`src/rtl/uart_rx_fifo.sv`:
```
// uart_rx_fifo: first-word-fall-through byte buffer behind a UART receiver.
// Bytes strobed in on i_wr_valid are queued and drained over o_rd_valid/i_rd_ready.
// A write into a full FIFO is dropped unless a pop happens in the same cycle.
// Dropped bytes set a sticky overflow flag and bump a saturating drop counter.
module uart_rx_fifo #(
   parameter  int DEPTH = 16,
   localparam int CNT_W = $clog2(DEPTH) + 1
) (
   input  logic             i_clk,
   input  logic             i_rst_n,
   input  logic [7:0]       i_wr_data,
   input  logic             i_wr_valid,
   output logic [7:0]       o_rd_data,
   output logic             o_rd_valid,
   input  logic             i_rd_ready,
   output logic [CNT_W-1:0] o_count,
   output logic             o_full,
   output logic             o_empty,
   output logic             o_overflow,
   input  logic             i_ovf_clear,
   output logic [7:0]       o_drop_cnt
);

   localparam int PTR_W = $clog2(DEPTH);

   logic [7:0]       r_mem [DEPTH];
   logic [PTR_W-1:0] r_wp;
   logic [PTR_W-1:0] r_rp;
   logic [CNT_W-1:0] r_count;
   logic             r_overflow;
   logic [7:0]       r_drop_cnt;

   logic             w_full;
   logic             w_empty;
   logic             w_pop;
   logic             w_push;
   logic             w_drop;

   // Status decode and push/pop/drop qualification from the registered count
   always_comb begin
      w_full  = (r_count == CNT_W'(DEPTH));
      w_empty = (r_count == {CNT_W{1'b0}});
      w_pop   = ~w_empty & i_rd_ready;
      w_push  = i_wr_valid & (~w_full | w_pop);
      w_drop  = i_wr_valid & w_full & ~w_pop;
   end

   // Byte storage; not reset, and writes are suppressed while reset is held
   always_ff @(posedge i_clk) begin
      if (i_rst_n && w_push) begin
         r_mem[r_wp] <= i_wr_data;
      end
   end

   // Pointers and fill level; pointers wrap naturally at DEPTH
   always_ff @(posedge i_clk) begin
      if (!i_rst_n) begin
         r_wp    <= {PTR_W{1'b0}};
         r_rp    <= {PTR_W{1'b0}};
         r_count <= {CNT_W{1'b0}};
      end else begin
         if (w_push) begin
            r_wp <= r_wp + PTR_W'(1);
         end
         if (w_pop) begin
            r_rp <= r_rp + PTR_W'(1);
         end
         case ({w_push, w_pop})
            2'b10:   r_count <= r_count + CNT_W'(1);
            2'b01:   r_count <= r_count - CNT_W'(1);
            default: r_count <= r_count;
         endcase
      end
   end

   // Sticky overflow flag and saturating drop counter; a drop beats a clear
   always_ff @(posedge i_clk) begin
      if (!i_rst_n) begin
         r_overflow <= 1'b0;
         r_drop_cnt <= 8'h00;
      end else if (w_drop) begin
         r_overflow <= 1'b1;
         if (i_ovf_clear) begin
            r_drop_cnt <= 8'h01;
         end else if (r_drop_cnt != 8'hFF) begin
            r_drop_cnt <= r_drop_cnt + 8'h01;
         end
      end else if (i_ovf_clear) begin
         r_overflow <= 1'b0;
         r_drop_cnt <= 8'h00;
      end
   end

   // Output drive; head byte is forced to zero while the FIFO is empty
   always_comb begin
      o_rd_valid = ~w_empty;
      if (w_empty) begin
         o_rd_data = 8'h00;
      end else begin
         o_rd_data = r_mem[r_rp];
      end
      o_count    = r_count;
      o_full     = w_full;
      o_empty    = w_empty;
      o_overflow = r_overflow;
      o_drop_cnt = r_drop_cnt;
   end

endmodule

```
`config.mk`:
```
export PLATFORM = sky130hd
export DESIGN_NAME = uart_rx_fifo
export DESIGN_NICKNAME = d
export VERILOG_FILES = /design/src/rtl/uart_rx_fifo.sv
export SDC_FILE = /design/constraint.sdc
export NUM_CORES = 1
export LEC_CHECK = 0
export BUFFER_PORTS_ARGS = -buffer_cell sky130_fd_sc_hd__clkbuf_2
export CORE_AREA = 2 2 129 118
export DETAILED_ROUTE_END_ITERATION = 16
export DIE_AREA = 0 0 131 120
export GPL_ROUTABILITY_DRIVEN = 0
export PLACE_DENSITY = 0.69
export SETUP_SLACK_MARGIN = 0.2
export SYNTH_ARGS = -nofsm -noshare
export SYNTH_HDL_FRONTEND = slang
export SYNTH_SLANG_ARGS = --single-unit
```
`constraint.sdc`:
```
create_clock -name i_clk -period 2.6 [get_ports i_clk]
set_input_delay 0.26 -clock i_clk [delete_from_list [all_inputs] [get_ports i_clk]]
set_output_delay 0.26 -clock i_clk [all_outputs]
set_load 0.05 [all_outputs]
```
==> results of run 1 <==
## logic make-up after synthesis
logic type / after synthesis / synth area share, %
AOI/OAI and AO/OA: 50 / 6.06
xor gates and xnor gates: 6 / 0.826
adders and majority gates: 8 / 1.57
buffers and inverters: 24 / 1.81
DFF: 154 / 68.6
muxes: 49 / 14.2
and+or+nand+nor: 83 / 6.96
## power breakdown
group	total (mW)	switching, mW	leakage, nW	internal, mW
Clock	2.70	0.990	0.315	1.71
Combinational	3.01	1.74	0.950	1.27
Sequential	2.89	0.117	1.37	2.77
## flip-flops by register name (all words and copies together) (netlist names), named ones only
name / cells
o_count: 5
o_overflow: 1
r_mem: 128
r_wp: 4
o_drop_cnt: 8
r_rp: 4
## worst reg2reg max path: cells and delay by family (launching register included)
| family | cells | cell delay, ns |
|---|---|---|
| flip-flops | 1 | 0.45 |
| AND/OR/NAND/NOR | 3 | 1.15 |
| AO/OA/AOI/OAI | 1 | 0.28 |
## cells in the final DEF (no fill, tap or decap), types with 8 or more instances in the layout
cell / netlist / final
dfxtp_1: 26 / 21
clkbuf_2: 0 / 28
buf_4: 1 / 9
clkbuf_16: 0 / 17
nand2_1: 14 / 13
a211oi_4: 0 / 13
ha_1: 8 / 8
mux2i_1: 16 / 10
edfxtp_1: 128 / 128
nor2_1: 23 / 21
mux4_2: 32 / 32
## worst paths after layout
check	slack (ns)	end	from	depth (start not counted)
worst min-delay path	0.12	o_drop_cnt[0]	i_ovf_clear	2
worst max register to register	0.32	r_mem[2][5]	o_count[3]	4
worst min register to register	0.50	flop	r_rp[2]	2
worst max-delay path	0.18	o_rd_data[7]	flop	7
## layout make-up
type / count / area [sq um] / area share (%)
clock buffers: 18 / 429 / 5.40
clock inverters: 14 / 218 / 2.74
multi-input cells: 196 / 2140 / 26.9
well taps: 198 / 248 / 3.12
repair buffers: 55 / 513 / 6.46
inverters: 5 / 23.8 / 0.299
flip-flops and latches: 154 / 4370 / 55.1
## through the flow
stage | utilization, % | power, mW | instance area, sq um | worst slack (ns) | instances
after floorplan | - | 4.85 | 6470 | 0.203 | 374
after global placement | 47.9 | 5.34 | 6930 | 0.356 | 601
after detailed placement | 47.9 | 5.39 | 6930 | 0.259 | 601
after CTS | 54.5 | 8.51 | 7880 | 0.0841 | 640
after global routing | 54.9 | 8.94 | 7940 | 0.0912 | 640
final | 54.9 | 8.60 | 7940 | 0.179 | 640
## per-layer routing
layer	part of all wire [%]	GRT usage, %	vias up	wire length, microns
li1	-	-	1594	-
met1	45	23.6	1822	5850
met2	51	27.8	80	6610
met3	3.7	4.77	9	476
met4	0.68	5.39	0	88
met5	0	0	-	0
## what timing repair did
action	CTS	global route
pin swaps	5	10
gates resized for setup	42	24
gates cloned	3	0
buffers inserted	4	0
endpoints found under the setup margin	9	26
hold buffers	0	0
==> reports/qor.txt, run 1 <==
status: finished clean
Max Freq: 413 MHz
Yosys top cell by area: edfxtp_1
CP Data Arrival Time: 2.16 ns
crit-path max FO: 6
clock latency on the worst-skew pair: 0.42 ns
final critical-path share of the clock period: 93.1%
Post-Syn Instances: 374
Tot GR Track Use: 17.5%
Routed WL per cell: 20.4 microns
Die Y: 120 microns
Layout Skew: 0.0106 ns
CTS root buf: clkbuf_16
Max VDD drop: 662 uV
top cell type's share of synthesized area: 60.4%
setup TNS: 0 ns
Port Buffers: 37
site row count: 42
Initial Util: 44.0%
asr flop ratio synth: 0%
CTS Sinks: 154
YS warnings: 0
WP buf/inv: 3
core area: 14500 sq um
Post-synth EDFFs: 128
Synth Area per Inst: 17.0 sq um
synthesized cell area: 6360 sq um
Routed Antenna Nets: 0
Top FF cell, synth: edfxtp_1
Fillers: 1122
Congestion Overflow GR: 0
#FFs+latches synth: 154
worst rel slew slack: 39.4%
Netlist cell types: 52
Seq/Total Area, Yosys: 68.6%
Setup CP Type: flop to output pin
I/O pin count: 38
worst min-delay path class: input pin to flop
Post-route DRC: 0
Least-Margin Pin Slew: 0.906 ns
Worst-path clk slew: 0.06 ns
Static Leak: 2.63 nW
Worst Setup End Kind: output pin
cts bufs inserted: 17
vias per inst: 5.48
iteration-0 DRC count of the detailed router: 309
die area: 15700 sq um
Cell Pwr Density: 1080 nW/um^2
Critical Path Start Type: flop
commonest cells in the netlist: edfxtp_1 (128), mux4_2 (32), dfxtp_1 (26)
CP max stage cell: mux4_2
maximum number of pins on one net before global-route repair: 25
antenna cell count: 0
final setup fails: 0
Layout Nets: 450
Net Count, Synth: 395
vias in the first global route: 3611
Largest delay share family, worst path: multiplexers
vias: 3505
Slew Viols, Final: 0
WP data required: 2.34 ns
RSZ-0062 raised after global routing: true
dpl hpwl: 7920 microns
first-pass GRT wire length: 20000 microns
crit path cell chain: buf_12 > mux4_2 > nor2b_4 > a211oi_2 > buf_4 > a211oi_4 > buf_8
most common cell in the synthesized netlist: edfxtp_1
Area contributors post-synth: edfxtp_1 (60%), mux4_2 (11%), dfxtp_1 (8.2%), mux2i_1 (2.5%), a211oi_1 (2.0%)
crit-path max cell delay: 0.49 ns
Max H-tree Level: 4
CTS tree: built
Area Growth Syn to Fin: 24.8%
Final Critical Period: 2.42 ns
DR pass1 iterations: 4
Max clock buf depth: 2
Chip Width: 131 microns
initial antenna violation count: 0
max cap viols: 0
WHS: 0.122 ns
share of layout cells above drive strength 1: 37.3%
final hold vios: 0
drt total wl: 13000 microns
(Power assumes the default switching activity.)
==> inputs of run 2 (changes only) <==
Settings changed: ABC_AREA from default to 1, CORE_AREA 2 2 129 118 to 2 2 130 119, DIE_AREA 0 0 131 120 to 0 0 132 121.
==> reports/qor.txt, run 2 <==
Reg with most FFs: r_mem
clock latency on the worst-skew pair: 0.42 ns (about the same)
share of layout cells above drive strength 1: 20.0% (-17 points)
grt peak-use layer: met2
crit path cell chain: buf_12 > o21ai_0 > o22ai_1 > nor2_1 > nor2_1 > o21ai_0 > a21oi_4 > clkbuf_4
Seq/Total Area, Yosys: 67.9% (-0.71 points)
Net Count, Synth: 576 (+46%)
top cell type's share of synthesized area: 59.8% (-0.62 points)
R2R cell count: 8 (+4)
maximum number of pins on one net before global-route repair: 33 (+32%)
Static Leak: 2.73 nW (+3.7%)
Area Growth Syn to Fin: 19.7%
Final Cell Area: 7690 sq um (-3.1%)
WHS: 0.172 ns (+0.0493 ns)
Post-Syn Instances: 555 (+48%)
Max VDD drop: 525 uV (-21%)
status: finished clean
Initial Util: 44.2% (+0.14 points)
GR Util met1: 24.8% (+1.1 points)
Area contributors post-synth: edfxtp_1 (60%), dfxtp_1 (8.1%), nor2_1 (6.1%), o21ai_0 (5.8%), o221ai_1 (3.5%)
Routed WL per cell: 18.3 microns (-10%)
WP buf/inv: 2 (-1)
final critical-path share of the clock period: 90.6% (-2.5 points)
Tot GR Track Use: 19.5% (+1.9 points)
vias per inst: 5.49 (+0.32%)
core area: 14600 sq um (+0.73%)
Least-Margin Pin Slew: 0.577 ns (-0.329 ns)
Post-synth EDFFs: 128 (unchanged)
max cap viols: 0 (unchanged)
WHS Path Cells: 3 (+1)
Worst Setup End Kind: output pin
Yosys top cell by area: edfxtp_1
first-pass GRT wire length: 23500 microns (+18%)
GR Util met2: 31.5% (+3.7 points)
antenna cell count: 0 (unchanged)
Top FF cell, synth: edfxtp_1
CTS tree: built
vias: 4494 (+28%)
RSZ-0062 raised after global routing: true
Slew Viols, Final: 0 (unchanged)
crit-path max cell delay: 0.40 ns (-0.09 ns)
Setup CP Type: flop to output pin
Fillers: 1252 (+12%)
Layout Skew: 0.00417 ns (-0.00641 ns)
Max clock buf depth: 2 (unchanged)
worst rel slew slack: 61.5% (+22 points)
Netlist cell types: 36 (-31%)
CTS root buf: clkbuf_16
Max H-tree Level: 4 (unchanged)
drt total wl: 14900 microns (+15%)
dpl hpwl: 9860 microns (+25%)
synthesized cell area: 6430 sq um (+1.0%)
Max Freq: 424 MHz (+2.7%)
fin worst setup slack: 0.243 ns (+0.0647 ns)
initial antenna violation count: 1 (+1)
CP max stage cell: dfxtp_1
Layout Nets: 630 (+40%)
iteration-0 DRC count of the detailed router: 435 (+41%)
cts bufs inserted: 17 (unchanged)
Critical Path Start Type: flop
asr flop ratio synth: 0% (unchanged)
final hold vios: 0 (unchanged)
worst min-delay path class: input pin to flop
crit-path max FO: 32 (+26)
Chip Width: 132 microns (+0.76%)
placed inst area: 7050 sq um (+1.8%)
CTS Sinks: 154 (unchanged)
pre-CTS WS: 0.290 ns (+0.0313 ns)
Cell Pwr Density: 892 nW/um^2 (-18%)
commonest cells after routing, fill and taps aside: edfxtp_1 (128), nor2_1 (102), o21ai_0 (74), nand2_1 (38), inv_1 (32)
DR pass1 iterations: 5 (+1)
max reg flops: 128 (unchanged)
Port Buffers: 37 (unchanged)
Die Y: 121 microns (+0.83%)
I/O pin count: 38 (unchanged)
Largest delay share family, worst path: compound AO/OA/AOI/OAI gates
Routed Antenna Nets: 0 (unchanged)
final setup fails: 0 (unchanged)
#FFs+latches synth: 154 (unchanged)
YS warnings: 0 (unchanged)
critical path depth: 8 (+1)
commonest non-fill, non-tap cell in the layout: edfxtp_1
site row count: 42 (unchanged)
Worst-path clk slew: 0.06 ns (about the same)
die area: 16000 sq um (+1.6%)
setup TNS: 0 ns (unchanged)
CP Data Arrival Time: 2.10 ns (-0.06 ns)
Congestion Overflow GR: 0 (unchanged)
commonest cells in the netlist: edfxtp_1 (128), nor2_1 (104), o21ai_0 (75)
WP data required: 2.34 ns (about the same)
Post-route DRC: 0 (unchanged)
Synth Area per Inst: 11.6 sq um (-32%)
vias in the first global route: 4379 (+21%)
Final Critical Period: 2.36 ns (-0.0647 ns)
most common cell in the synthesized netlist: edfxtp_1
M3 GR Usage: 5.76% (+0.99 points)
==> run 2: per-layer routing <==
metal / vias to the layer above / part of all wire [%]
li1: 2116 / -
met2: 180 / 48
met1: 2167 / 42
met4: 2 / 2.2
met3: 29 / 7.7
met5: - / 0.087
==> run 2: worst paths after layout <==
path	slack (ns)	endpoint	startpoint
max	0.24	o_rd_data[0]	flop
min	0.17	r_wp[1]	i_wr_valid
max reg2reg	0.46	r_mem[12][2]	o_count[0]
min reg2reg	0.47	o_drop_cnt[7]	o_drop_cnt[7]
==> run 2: worst register-to-register path: stages (launching register included) <==
cell and delay (ns):
dfxtp_1 0.47, nor2_4 0.08, nand3_4 0.13, nand2_4 0.08
nand2_4 0.10, nand2_2 0.09, inv_1 0.15, nand2_1 0.22
nor2_2 0.46
==> run 2: stage by stage <==
| stage | cells | util [%] | total power, mW |
|---|---|---|---|
| final | 818 | 52.9 | 6.86 |
| after global routing | 818 | 52.9 | 7.13 |
| after floorplan | 555 | - | 4.07 |
| after detailed placement | 788 | 48.4 | 4.50 |
| after global placement | 788 | 48.4 | 4.46 |
| after CTS | 818 | 52.5 | 6.84 |
==> run 2: cell families after synthesis <==
kind of cell / Yosys count / synth area share (%)
AOI/OAI and AO/OA: 137 / 13.1
adders and majority gates: 8 / 1.56
DFF: 154 / 67.9
xor gates and xnor gates: 1 / 0.136
buffers and inverters: 62 / 3.74
and+or+nand+nor: 193 / 13.6
==> run 2: cell type report <==
class	instances	area (sq um)	share of cell area, %
Clock buffer	20	437	5.68
Clock inverter	10	104	1.35
Inverter	38	156	2.03
Multi-Input combinational cell	339	1940	25.2
Sequential cell	154	4370	56.8
Tap cell	198	248	3.22
Timing Repair Buffer	59	444	5.77
==> run 2: timing repair <==
item / CTS / global route
pin swaps: 0 / 2
hold buffers: 0 / 0
setup endpoints to repair: 8 / 24
setup buffers: 0 / 0
resized for setup: 18 / 17
==> run 2: report_power, final <==
part	switching (mW)	internal (mW)	total, mW
registers	0.0646	2.74	2.80
clock network	0.898	1.39	2.28
logic	1.23	0.544	1.77
==> inputs of run 3 (changes only) <==
Settings changed: ABC_AREA 1 to 0, CELL_PAD_IN_SITES_DETAIL_PLACEMENT from default to 1, CELL_PAD_IN_SITES_GLOBAL_PLACEMENT from default to 1, CORE_AREA 2 2 130 119 to 2 2 129 118, DIE_AREA 0 0 132 121 to 0 0 131 120, PLACE_DENSITY 0.69 to 0.77.
==> reports/qor.txt, run 3 (synthesis gave the netlist of run 1 again) <==
Logic pwr share: 36.9% (+11 points)
vias in the first global route: 3852 (-12%)
Max Freq: 404 MHz (-4.8%)
Switching Share: 35.6% (+3.7 points)
initial antenna violation count: 0 (-1)
CTS root buf: clkbuf_16
Port Buffers: 37 (unchanged)
status: finished clean
placed inst area: 6950 sq um (-1.4%)
WP data required: 2.34 ns (about the same)
CP Data Arrival Time: 2.21 ns (+0.11 ns)
DR pass1 iterations: 4 (-1)
Layout Nets: 453 (-28%)
iteration-0 DRC count of the detailed router: 269 (-38%)
Least-Margin Pin Slew: 1.09 ns (+0.516 ns)
cts bufs inserted: 17 (unchanged)
worst min-delay path class: input pin to flop
Final Critical Period: 2.47 ns (+0.118 ns)
Area Growth Syn to Fin: 23.3%
CTS Sinks: 154 (unchanged)
Power Total: 8.21 mW (+20%)
Static Leak: 2.59 nW (-5.0%)
Cell Pwr Density: 1050 nW/um^2 (+17%)
CTS tree: built
core area: 14500 sq um (-0.72%)
Pint: 5.29 mW (+13%)
crit-path max FO: 8 (-75%)
RSZ-0062 raised after global routing: true
Max H-tree Level: 4 (unchanged)
Chip Width: 131 microns (-0.76%)
final hold vios: 0 (unchanged)
power share of the sequential group: 35.1% (-5.7 points)
I/O pin count: 38 (unchanged)
commonest cells after routing, fill and taps aside: edfxtp_1 (128), mux4_2 (32), clkbuf_2 (28), dfxtp_1 (23), nor2_1 (20)
worst rel slew slack: 26.8% (-35 points)
max cap viols: 0 (unchanged)
FF-to-FF setup slack: 0.35 ns (-0.11 ns)
Setup CP Type: flop to output pin
Routed Antenna Nets: 0 (unchanged)
Final Cell Area: 7850 sq um (+2.0%)
Congestion Overflow GR: 0 (unchanged)
drt total wl: 15300 microns (+2.4%)
die area: 15700 sq um (-1.6%)
Max clock buf depth: 2 (unchanged)
setup TNS: 0 ns (unchanged)
Initial Util: 44.0% (-0.14 points)
clock latency on the worst-skew pair: 0.43 ns (about the same)
Post-route DRC: 0 (unchanged)
CP Capture Point: o_rd_data[4]
RR Startpoint: o_count[4]
maximum number of pins on one net before global-route repair: 25 (-24%)
Worst Setup End Kind: output pin
Max VDD drop: 795 uV (+51%)
Die Y: 120 microns (-0.83%)
RR Endpoint: o_count[4]
final setup fails: 0 (unchanged)
dpl hpwl: 9320 microns (-5.5%)
clock share of power: 28.0% (-5.3 points)
Critical Path Start Type: flop
Reg with most FFs: r_mem
R2R cell count: 8 (unchanged)
Tot GR Track Use: 21.1% (+1.6 points)
commonest non-fill, non-tap cell in the layout: edfxtp_1
antenna cell count: 0 (unchanged)
Routed WL per cell: 23.8 microns (+30%)
site row count: 42 (unchanged)
max reg flops: 128 (unchanged)
HP Start: i_ovf_clear
vias: 3615 (-20%)
share of layout cells above drive strength 1: 36.6% (+17 points)
first-pass GRT wire length: 23000 microns (-2.0%)
Layout Skew: 0.00990 ns (+0.00573 ns)
Worst-path clk slew: 0.06 ns (about the same)
Slew Viols, Final: 0 (unchanged)
final critical-path share of the clock period: 95.2% (+4.5 points)
vias per inst: 5.62 (+2.3%)
P_sw: 2.93 mW (+33%)
[run 3: changes by cell type in the layout (fill, tap and decap cells not counted), moves of 6 or more]
cell / previous run / this run
inv_1: 32 / 3
o221ai_1: 26 / 0
mux4_2: 0 / 32
nand2_1: 38 / 13
mux2i_1: 0 / 11
nand2b_1: 0 / 6
o21ai_0: 74 / 2
nor2b_1: 0 / 9
nand3_1: 27 / 6
a21oi_4: 8 / 0
a211oi_4: 0 / 13
nor2_1: 102 / 20
[run 3: worst min-delay path by stage]
| stage | end | slack, ns | depth (start not counted) |
|---|---|---|---|
| floorplan | r_mem[0][0] | 0.36 | 0 |
| global placement | o_overflow | 0.47 | 2 |
| detailed placement | o_overflow | 0.49 | 2 |
| CTS | o_drop_cnt[0] | 0.11 | 2 |
| global route | o_drop_cnt[0] | 0.13 | 2 |
| finish | o_drop_cnt[0] | 0.12 | 2 |
[run 3: layer usage]
layer	share of wire (%)	GRT usage (%)
met1	40	25.7
met2	52	35.0
met3	5.0	6.15
met4	2.8	8.78
met5	0	0
[run 3: power by group through the flow]
stage                     registers [mW]  logic [mW]  clock network [mW]
final                               2.89        3.03                2.30
after global routing                2.90        3.20                2.44
after CTS                           2.89        2.99                2.35
after detailed placement            2.92        2.50                   0
after global placement              2.91        2.45                   0
after floorplan                     3.01        1.84                   0
[run 3: repair_timing]
action	CTS	global route
setup buffers	3	0
hold buffers	0	0
gates cloned	4	0
pin swaps	5	3
gates resized for setup	39	11
hold endpoints to repair	0	0
setup endpoints to repair	9	33
[run 3: through the flow]
stage	hold WS [ns]	utilization, %	std cells	setup WS (ns)
final	0.123	54.3	643	0.125
after global routing	0.125	54.3	643	0.0654
after CTS	0.107	54.0	643	0.108
after detailed placement	0.486	48.1	604	0.258
after global placement	0.468	48.1	604	0.346
after floorplan	0.359	-	374	0.203
[run 3: final cells by class]
class                   instances  area (sq um)
flip-flops and latches        154          4370
multi-input cells             196          2110
repair buffers                 58           547
clock inverters                15           116
fillers                      1360          6600
clock buffers                  17           425
inverters                       5          23.8
well taps                     198           248
[run 3: critical path, stage by stage (launching register included)]
cell      delay (ns)
dfxtp_4         0.37
buf_12          0.11
buf_16          0.14
mux4_2          0.52
nor2b_4         0.14
a211oi_2        0.26
a211oi_4        0.06
buf_8           0.18
